## src/rtl/mb_bus_pkg.sv

```systemverilog
// Shared definitions for the motherboard cycle bridge: FSM encoding,
// counter sizing helper and RW polarity constants.
package mb_bus_pkg;

  typedef enum logic [3:0] {
    ST_IDLE,
    ST_ARM,
    ST_S2,
    ST_S3,
    ST_WAIT,
    ST_DATA,
    ST_ENDC,
    ST_ERR,
    ST_REARM
  } mb_state_e;

  localparam int unsigned TIMEOUT_C7M_DEF = 512;
  localparam int unsigned TO_CNT_W        = $clog2(TIMEOUT_C7M_DEF + 1);

  localparam logic RW_READ  = 1'b1;
  localparam logic RW_WRITE = 1'b0;

  // Bits needed to hold 0..max_val inclusive.
  function automatic int unsigned cnt_width(input int unsigned max_val);
    return (max_val < 1) ? 1 : $clog2(max_val + 1);
  endfunction

endpackage

```

## src/rtl/c7m_edge_sync.sv

```systemverilog
// Brings C7M into the CLK domain and emits one-CLK rise/fall pulses,
// SYNC_STAGES+1 CLK after the C7M edge.
module c7m_edge_sync #(
  parameter int unsigned SYNC_STAGES = 2
) (
  input  logic clk_i,
  input  logic rst_ni,
  input  logic c7m_i,
  output logic c7r_o,
  output logic c7f_o
);

  localparam int unsigned NS = (SYNC_STAGES < 2) ? 2 : SYNC_STAGES;

  logic [NS-1:0] sync_q;
  logic          prev_q;
  logic          c7r_q;
  logic          c7f_q;

  always_ff @(posedge clk_i or negedge rst_ni) begin
    if (!rst_ni) begin
      sync_q <= '0;
      prev_q <= 1'b0;
      c7r_q  <= 1'b0;
      c7f_q  <= 1'b0;
    end else begin
      sync_q <= {sync_q[NS-2:0], c7m_i};
      prev_q <= sync_q[NS-1];
      c7r_q  <= sync_q[NS-1] & ~prev_q;
      c7f_q  <= ~sync_q[NS-1] & prev_q;
    end
  end

  assign c7r_o = c7r_q;
  assign c7f_o = c7f_q;

endmodule

```

## src/rtl/mb_cycle_bridge.sv

```systemverilog
// Turns an accelerator bus request into a 68000-timed motherboard cycle
// aligned to C7M and returns DSACK or BERR to the accelerator.
module mb_cycle_bridge
  import mb_bus_pkg::*;
#(
  parameter int unsigned SYNC_STAGES = 2,
  parameter int unsigned TIMEOUT_C7M = 512,
  parameter int unsigned REARM_C7M   = 1
) (
  input  logic CLK,
  input  logic RESET_n,
  input  logic C7M,
  input  logic CPU_AS_n,
  input  logic CPU_RW,
  input  logic CPU_UDS_n,
  input  logic CPU_LDS_n,
  input  logic MB_SEL,
  input  logic MB_DTACK_n,
  input  logic M6800_DTACK_n,
  input  logic MB_BERR_n,
  output logic AS_CPU_n,
  output logic UDS_n,
  output logic LDS_n,
  output logic RW,
  output logic DATA_LE,
  output logic DATA_OE,
  output logic CPU_DSACK_n,
  output logic CPU_BERR_n
);

  localparam int unsigned TO_W   = cnt_width(TIMEOUT_C7M);
  localparam int unsigned RE_MAX = (REARM_C7M < 1) ? 1 : REARM_C7M;
  localparam int unsigned RE_W   = cnt_width(RE_MAX);

  logic c7r;
  logic c7f;

  c7m_edge_sync #(
    .SYNC_STAGES(SYNC_STAGES)
  ) u_sync (
    .clk_i (CLK),
    .rst_ni(RESET_n),
    .c7m_i (C7M),
    .c7r_o (c7r),
    .c7f_o (c7f)
  );

  mb_state_e       state_q, state_d;
  logic            as_q, as_d;
  logic            uds_q, uds_d;
  logic            lds_q, lds_d;
  logic            rw_q, rw_d;
  logic            le_q, le_d;
  logic            oe_q, oe_d;
  logic            dsack_q, dsack_d;
  logic            berr_q, berr_d;
  logic            rw_l_q, rw_l_d;
  logic            uds_l_q, uds_l_d;
  logic            lds_l_q, lds_l_d;
  logic            abort_q, abort_d;
  logic [TO_W-1:0] to_cnt_q, to_cnt_d;
  logic [RE_W-1:0] re_cnt_q, re_cnt_d;

  logic            aborted;
  logic            dtack;
  logic [TO_W-1:0] to_inc;

  always_ff @(posedge CLK or negedge RESET_n) begin
    if (!RESET_n) begin
      state_q  <= ST_IDLE;
      as_q     <= 1'b1;
      uds_q    <= 1'b1;
      lds_q    <= 1'b1;
      rw_q     <= 1'b1;
      le_q     <= 1'b0;
      oe_q     <= 1'b0;
      dsack_q  <= 1'b1;
      berr_q   <= 1'b1;
      rw_l_q   <= 1'b1;
      uds_l_q  <= 1'b1;
      lds_l_q  <= 1'b1;
      abort_q  <= 1'b0;
      to_cnt_q <= '0;
      re_cnt_q <= '0;
    end else begin
      state_q  <= state_d;
      as_q     <= as_d;
      uds_q    <= uds_d;
      lds_q    <= lds_d;
      rw_q     <= rw_d;
      le_q     <= le_d;
      oe_q     <= oe_d;
      dsack_q  <= dsack_d;
      berr_q   <= berr_d;
      rw_l_q   <= rw_l_d;
      uds_l_q  <= uds_l_d;
      lds_l_q  <= lds_l_d;
      abort_q  <= abort_d;
      to_cnt_q <= to_cnt_d;
      re_cnt_q <= re_cnt_d;
    end
  end

  // Once S2 is entered the motherboard cycle always runs to completion;
  // an accelerator that has dropped AS just gets no DSACK/BERR.
  always_comb begin
    state_d  = state_q;
    as_d     = as_q;
    uds_d    = uds_q;
    lds_d    = lds_q;
    rw_d     = rw_q;
    le_d     = 1'b0;
    oe_d     = oe_q;
    dsack_d  = dsack_q;
    berr_d   = berr_q;
    rw_l_d   = rw_l_q;
    uds_l_d  = uds_l_q;
    lds_l_d  = lds_l_q;
    abort_d  = abort_q;
    to_cnt_d = to_cnt_q;
    re_cnt_d = re_cnt_q;

    aborted = abort_q | CPU_AS_n;
    dtack   = ~MB_DTACK_n | ~M6800_DTACK_n;
    to_inc  = (to_cnt_q == TO_W'(TIMEOUT_C7M)) ? to_cnt_q : to_cnt_q + 1'b1;

    case (state_q)
      ST_IDLE: begin
        abort_d = 1'b0;
        if (!CPU_AS_n && MB_SEL) begin
          state_d = ST_ARM;
          rw_l_d  = CPU_RW;
          uds_l_d = CPU_UDS_n;
          lds_l_d = CPU_LDS_n;
        end
      end

      ST_ARM: begin
        if (CPU_AS_n) begin
          state_d = ST_IDLE;
        end else if (c7r) begin
          state_d = ST_S2;
          rw_d    = rw_l_q;
          oe_d    = (rw_l_q == RW_WRITE);
        end
      end

      ST_S2: begin
        abort_d = aborted;
        if (c7f) begin
          state_d = ST_S3;
          as_d    = 1'b0;
          if (rw_l_q == RW_READ) begin
            uds_d = uds_l_q;
            lds_d = lds_l_q;
          end
        end
      end

      ST_S3: begin
        abort_d = aborted;
        if (c7r) begin
          state_d = ST_WAIT;
          if (rw_l_q == RW_WRITE) begin
            uds_d = uds_l_q;
            lds_d = lds_l_q;
          end
        end
      end

      // Bus error outranks DTACK; timeout fires on the TIMEOUT_C7M-th empty c7f.
      ST_WAIT: begin
        abort_d = aborted;
        if (c7f) begin
          if (!MB_BERR_n || (!dtack && to_inc == TO_W'(TIMEOUT_C7M))) begin
            to_cnt_d = '0;
            as_d     = 1'b1;
            uds_d    = 1'b1;
            lds_d    = 1'b1;
            oe_d     = 1'b0;
            if (aborted) begin
              rw_d    = 1'b1;
              state_d = ST_REARM;
            end else begin
              berr_d  = 1'b0;
              state_d = ST_ERR;
            end
          end else if (dtack) begin
            to_cnt_d = '0;
            state_d  = ST_DATA;
          end else begin
            to_cnt_d = to_inc;
          end
        end
      end

      ST_DATA: begin
        abort_d = aborted;
        if (c7f) begin
          le_d  = (rw_l_q == RW_READ);
          as_d  = 1'b1;
          uds_d = 1'b1;
          lds_d = 1'b1;
          oe_d  = 1'b0;
          if (aborted) begin
            rw_d    = 1'b1;
            state_d = ST_REARM;
          end else begin
            dsack_d = 1'b0;
            state_d = ST_ENDC;
          end
        end
      end

      ST_ENDC: begin
        if (CPU_AS_n) begin
          dsack_d = 1'b1;
          rw_d    = 1'b1;
          state_d = ST_REARM;
        end
      end

      ST_ERR: begin
        if (CPU_AS_n) begin
          berr_d  = 1'b1;
          rw_d    = 1'b1;
          state_d = ST_REARM;
        end
      end

      // Keeps AS high long enough for the 6800 block to drop its DTACK.
      ST_REARM: begin
        if (c7r) begin
          if (re_cnt_q == RE_W'(RE_MAX - 1)) begin
            re_cnt_d = '0;
            state_d  = ST_IDLE;
          end else begin
            re_cnt_d = re_cnt_q + 1'b1;
          end
        end
      end

      default: state_d = ST_IDLE;
    endcase
  end

  assign AS_CPU_n    = as_q;
  assign UDS_n       = uds_q;
  assign LDS_n       = lds_q;
  assign RW          = rw_q;
  assign DATA_LE     = le_q;
  assign DATA_OE     = oe_q;
  assign CPU_DSACK_n = dsack_q;
  assign CPU_BERR_n  = berr_q;

endmodule

```

## config.mk

```make
export PLATFORM = sky130hd
export DESIGN_NAME = mb_cycle_bridge
export DESIGN_NICKNAME = d
export VERILOG_FILES = /design/src/rtl/mb_bus_pkg.sv /design/src/rtl/c7m_edge_sync.sv /design/src/rtl/mb_cycle_bridge.sv
export SDC_FILE = /design/constraint.sdc
export NUM_CORES = 1
export LEC_CHECK = 0
export CAP_MARGIN = 25
export CORE_UTILIZATION = 25
export DETAILED_ROUTE_END_ITERATION = 12
export GPL_TIMING_DRIVEN = 1
export PLACE_DENSITY = 0.52
export SYNTH_ARGS = -nofsm -noshare
export SYNTH_HDL_FRONTEND = slang
export SYNTH_SLANG_ARGS = --single-unit
```

## constraint.sdc

```tcl
create_clock -name CLK -period 5.3 [get_ports CLK]
set_input_delay 1.06 -clock CLK [delete_from_list [all_inputs] [get_ports CLK]]
set_output_delay 1.06 -clock CLK [all_outputs]
set_load 0.05 [all_outputs]
```

==> results.py <==
metrics = {
    "status": {
        "outcome": "finished clean",
    },
    "finish": {
        "syn2layout_area_growth_pct": 18.3,
        "fillCellCount": 798,
        "final_nets": 231,
        "multi_input_area_um2": 1010,
        "final_cell_mix": "22 x dfrtp_1, 22 x nor2_1, 18 x clkdlybuf4s50_1",
        "diodes": 0,
        "drive_above_1_share_pct": 15.1,
        "fin_cells": 318,
        "top_regs": "to_cnt_q x10, state_q x4, u_sync.sync_q x2",
        "seqCellArea_um2": 787,
        "post-route-cell-area_um2": 2240,
        "largest_register_ffs": 10,
        "largest_register": "to_cnt_q",
    },
    "min_path": {
        "hp-class": "flop to flop",
    },
    "power": {
        "p_comb_share_pct": 39.8,
        "p_leak_uw": 0.000829,
        "clockPowerShare_pct": 20.7,
        "power_density_nw_per_um2": 469,
        "switching_share_pct": 40.9,
        "pwr-share-seq_pct": 39.6,
        "finalPower_uw": 1050,
        "switchingPower_uw": 429,
        "ir_drop_mv": 0.193,
        "intPower_uw": 621,
    },
    "worst_setup_path": {
        "crit_chain": "or4b_4, nor4_4, a311oi_1, o21ai_0, o21a_1, a31o_2, mux2_2",
        "critPathSlowestCell": "or4b_4",
        "cp_max_fo": 11,
        "max_stage_delay_ps": 580,
        "arrival_ps": 3150,
        "crit_type": "flop to flop",
        "end_kind": "flop",
        "startpoint_type": "flop",
        "required_ps": 5480,
    },
    "die": {
        "dieArea_um2": 7910,
        "die_h_um": 89.0,
        "num_rows": 31,
        "start_util_pct": 25.9,
        "core_um2": 7290,
        "chipWidth_um": 89.0,
        "pin_count": 19,
    },
    "grt": {
        "grt_use_met3_pct": 3.32,
        "top_usage_layer": "met1",
        "grt.total_usage_pct": 13.1,
        "grt_use_met1_pct": 19.2,
        "grt.met2_usage_pct": 18.1,
        "grt_max_degree": 32,
        "grt_pass1_wl_um": 7740,
        "grt_pass1_vias": 1490,
        "antenna_found_initial": 0,
        "overflow": 0,
    },
    "detailed_routing": {
        "wl_per_cell_um": 14.3,
        "drcViolationCount": 0,
        "vias_per_cell": 5.03,
        "dr.pass1.iters": 4,
        "drt_iter0_markers": 93,
        "wirelength_um": 4560,
        "ant_nets": 0,
        "vias": 1598,
    },
    "clock_network": {
        "cts_root_buffer": "clkbuf_8",
        "clk_latency_ps": 290,
        "ctsResizeCount": 0,
        "path_clk_slew_ps": 70,
        "postCtsHoldBufs": 0,
        "cts_max_level": 2,
        "cts_tree": "built",
        "postCtsSetupRepairBufs": 0,
        "cts_buffers": 5,
        "clockBufferDepth": 2,
        "cts_sinks": 31,
    },
    "logic_synthesis": {
        "synth_area_um2": 1890,
        "synth_top_family_by_area": "simple AND/OR/NAND/NOR gates",
        "yosysWarningCount": 0,
        "yosysSeqAreaShare_pct": 41.6,
        "synth_fa_ha_area_share_pct": 1.32,
        "yosys_most_used_dff": "dfrtp_1",
        "synth_simple_gate_area_share_pct": 22.8,
        "postSynthAreaPerCell_um2": 9.27,
        "synth-xor-area-share_pct": 1.39,
        "ys_types": 55,
        "synth_mux_area_share_pct": 5.23,
        "synth_compound_area_share_pct": 22.6,
        "syn_inst": 204,
        "synth-async-reset-ratio_pct": 100,
        "synth_seq_cells": 31,
        "synth_edf_count": 0,
        "syn_nets": 217,
    },
    "timing": {
        "tightest_slew_ps": 555,
        "slew_headroom_pct": 62.9,
        "rsz0062_at_grt": "false",
        "skew_ps": 7.73,
        "hold_viol": 0,
        "min_period_ps": 2970,
        "tns_ps": 0,
        "drv_slew": 0,
        "fin_crit_sh_pct": 56.1,
        "setup_viol": 0,
        "max_freq_mhz": 336,
    },
    "run": {
        "maxCapViolations": 0,
    },
    "place": {
        "io_buffers": 18,
        "dpl.hpwl_um": 3180,
        "dpl.cell_count": 310,
        "globalplace.congestion": 0.885,
        "dpl_cell_area_um2": 2140,
    },
}
==> critical path: cells and delay by family (launching register included) <==
family	cells	cell delay, ps
muxes	1	340
DFF	1	490
and+or+nand+nor	2	870
AOI/OAI and AO/OA	4	1160
==> stage by stage <==
stage | util, % | setup slack (ps) | hold slack (ps)
4_1_cts | 30.7 | 2350 | 358
2_1_floorplan | - | 2770 | 331
5_1_grt | 30.7 | 2150 | 363
6_report | 30.7 | 2330 | 354
3_5_place_dp | 29.3 | 2270 | 347
3_3_place_gp | 29.3 | 2300 | 338
==> worst paths after layout <==
check                                       from                to  slack [ps]  depth (start not counted)
min in group asynchronous                RESET_n           DATA_OE        1160                          2
max in group asynchronous                RESET_n          AS_CPU_n        3810                          2
worst max register to register       to_cnt_q[6]        state_q[2]        2330                          7
worst min register to register  u_sync.sync_q[0]  u_sync.sync_q[1]         350                          0
worst max-delay path                 to_cnt_q[6]        state_q[2]        2330                          7
worst min-delay path            u_sync.sync_q[0]  u_sync.sync_q[1]         350                          0
==> synth_stat cells, drive strengths merged, types with 3 or more instances <==
| cell type | number | area (µm²) |
|---|---|---|
| mux2 | 7 | 78.8 |
| inv | 8 | 30.0 |
| clkbuf | 7 | 26.3 |
| nand3 | 7 | 35.0 |
| buf | 5 | 38.8 |
| dfstp | 9 | 236 |
| o21a | 3 | 22.5 |
| a22o | 6 | 52.6 |
| nor2 | 22 | 82.6 |
| nor3 | 9 | 45.0 |
| o21ai | 15 | 75.1 |
| dfrtp | 22 | 551 |
| nand2 | 15 | 56.3 |
| nor4 | 3 | 33.8 |
| a2111oi | 3 | 45.1 |
| nor2b | 3 | 18.8 |
| o2bb2ai | 3 | 26.3 |
| a21oi | 6 | 30.0 |
| nand2b | 4 | 25.0 |
| o22ai | 3 | 18.8 |
| a31o | 3 | 26.3 |
| or3 | 5 | 31.3 |
==> kinds of logic (layout without fill, tap and decap cells) <==
kind of cell    count (synthesis)  in the layout
compound gates                 58             58
fa+ha+maj                       2              2
flops                          31             31
simple gates                   81             81
mux                             9              9
xor+xnor                        3              3
buf+inv                        20             35
==> layer usage <==
metal,wire [µm],vias to the layer above
met1,2300,772
met3,212,7
met5,0,-
met4,80,0
li1,-,777
met2,1970,42
==> layout make-up <==
class | instances | share of cell area (%)
clock buffer | 8 | 4.47
inverter | 8 | 1.34
multi-input combinational | 153 | 45.1
sequential | 31 | 35.2
tap | 99 | 5.54
timing repair buffer | 19 | 8.39
==> power groups by stage <==
stage	registers, µW	logic (µW)	clock network (µW)
2_1_floorplan	441	279	0
3_3_place_gp	420	413	0
3_5_place_dp	418	415	0
4_1_cts	414	416	224
5_1_grt	430	457	233
6_report	415	417	217
(Power assumes the default switching activity.)
==> edit (config.mk and constraints unchanged) <==
Re-encode `mb_state_e` (9 states) as one-hot, 9 bits wide.
--- a/src/rtl/mb_bus_pkg.sv
+++ b/src/rtl/mb_bus_pkg.sv
@@ -2,16 +2,16 @@
 // counter sizing helper and RW polarity constants.
 package mb_bus_pkg;
 
-  typedef enum logic [3:0] {
-    ST_IDLE,
-    ST_ARM,
-    ST_S2,
-    ST_S3,
-    ST_WAIT,
-    ST_DATA,
-    ST_ENDC,
-    ST_ERR,
-    ST_REARM
+  typedef enum logic [8:0] {
+    ST_IDLE  = 9'b000000001,
+    ST_ARM   = 9'b000000010,
+    ST_S2    = 9'b000000100,
+    ST_S3    = 9'b000001000,
+    ST_WAIT  = 9'b000010000,
+    ST_DATA  = 9'b000100000,
+    ST_ENDC  = 9'b001000000,
+    ST_ERR   = 9'b010000000,
+    ST_REARM = 9'b100000000
   } mb_state_e;
 
   localparam int unsigned TIMEOUT_C7M_DEF = 512;
Behaviour: no difference found for any inputs over 10 cycles, from zero or initial values and one cycle with RESET_n low; not proved beyond that.
==> edit against the unedited design <==
- sequential share of layout area increased by 0.47 points
- design area up 15%
- fmax decreased by 7.7%
- power fell by 25%
- wire length increased by 20%
- die area rose by 20%
- hold slack worse by 0.0011 ns
- setup slack got worse by 0.25 ns
- highest routed layer unchanged
- via count grew 17%
- combinational power is 44% lower
- clock skew shrank 0.0011 ns
- area after synthesis grew 21%
- sequential cell count rose by 5
==> edit: results (changes against the unedited design) <==
metric,value,unit,change
Post-DP HPWL,3800,µm,+19%
GRT Overall Usage,12.2,%,-0.91 points
DP Worst Slack,1.83,ns,-0.441 ns
reg2reg end,state_q[4]$_DFFE_PN0P_,,
initial drt markers,79,,-15%
Clock Skew,0.00667,ns,-0.00106 ns
Synth top cells by count,"26 x dfrtp_1, 17 x inv_1, 15 x nand2_1",,
normalized max-slew margin,40.7,%,-22 points
sequential share of the synthesized area,40.1,%,-1.5 points
final wirelength,5470,µm,+20%
GP Congestion,0.834,,-5.8%
Synthesized Nets,250,,+15%
crit path capture,state_q[7]$_DFFE_PN0P_,,
Critical Path Fanout Max,16,,+5
first-pass GRT wire length,9280,µm,+20%
Area contributors post-synth,"dfrtp_1 29%, dfstp_2 12%, inv_1 2.8%",,
multiplexer share of the synthesized area,2.47,%,-2.8 points
Top delay family on crit path,simple AND/OR/NAND/NOR gates,,
largest net degree at the start of global routing,37,,+16%
post-synthesis compound-gate area fraction,21.8,%,-0.83 points
synth unique cells,70,,+27%
vias per cell,5.21,,+3.7%
vias in the first global route,1870,,+26%
layout cells sized above 1,15.2,%,+0.13 points
Period minus WS final,3.22,ns,+0.247 ns
Post-Synth Adder-Cell Area,1.10,%,-0.23 points
biggest regs,"to_cnt_q x10, state_q x9, u_sync.sync_q x2",,
critical path startpoint,CPU_AS_n,,
status,finished clean,,
worst r2r src,to_cnt_q[0]$_DFFE_PN0P_,,
edit: changes by cell type after synthesis, sizes merged, moves of 5 or more:
| cell | unedited run | this run |
|---|---|---|
| nand4 | 2 | 7 |
| nor2 | 22 | 14 |
| o31ai | 0 | 5 |
| o21ai | 15 | 7 |
| inv | 8 | 17 |
| o22ai | 3 | 9 |
| a31oi | 2 | 8 |
edit: area by class of cell:
cell class / instances / share of cell area, %
Multi-Input combinational cell: 171 / 46.3
Timing Repair Buffer: 18 / 6.84
Tap cell: 108 / 5.27
Sequential cell: 36 / 35.6
Clock inverter: 3 / 0.732
Clock buffer: 5 / 2.69
Inverter: 17 / 2.49
edit: power by group:
part	internal, W	leakage, nW	switching, W	total, W
registers	0.000323	0.445	0.0000275	0.000351
logic	0.0000876	0.467	0.000146	0.000233
clock network	0.0000918	0.0479	0.000110	0.000202
total	0.000503	0.960	0.000284	0.000786
edit: cells by family after synthesis:
group	Yosys count
multiplexers	5
AO/OA/AOI/OAI	64
XOR/XNOR	3
flip-flops	36
buffers and inverters	30
adder cells (fa/ha/maj)	2
AND/OR/NAND/NOR	97
edit: per-stage QoR:
stage	cell area (µm²)	util, %	cells
after floorplan	2280	-	237
after global placement	2470	28.2	350
after CTS	2560	29.2	358
final	2560	29.2	358
after global routing	2560	29.2	358
after detailed placement	2470	28.2	350
edit: layer usage:
layer	global-route usage, %	vias up	wire, µm
li1	-	902	-
met1	16.5	911	2560
met2	19.0	48	2640
met3	2.37	4	223
met4	4.86	0	53
met5	0	-	0
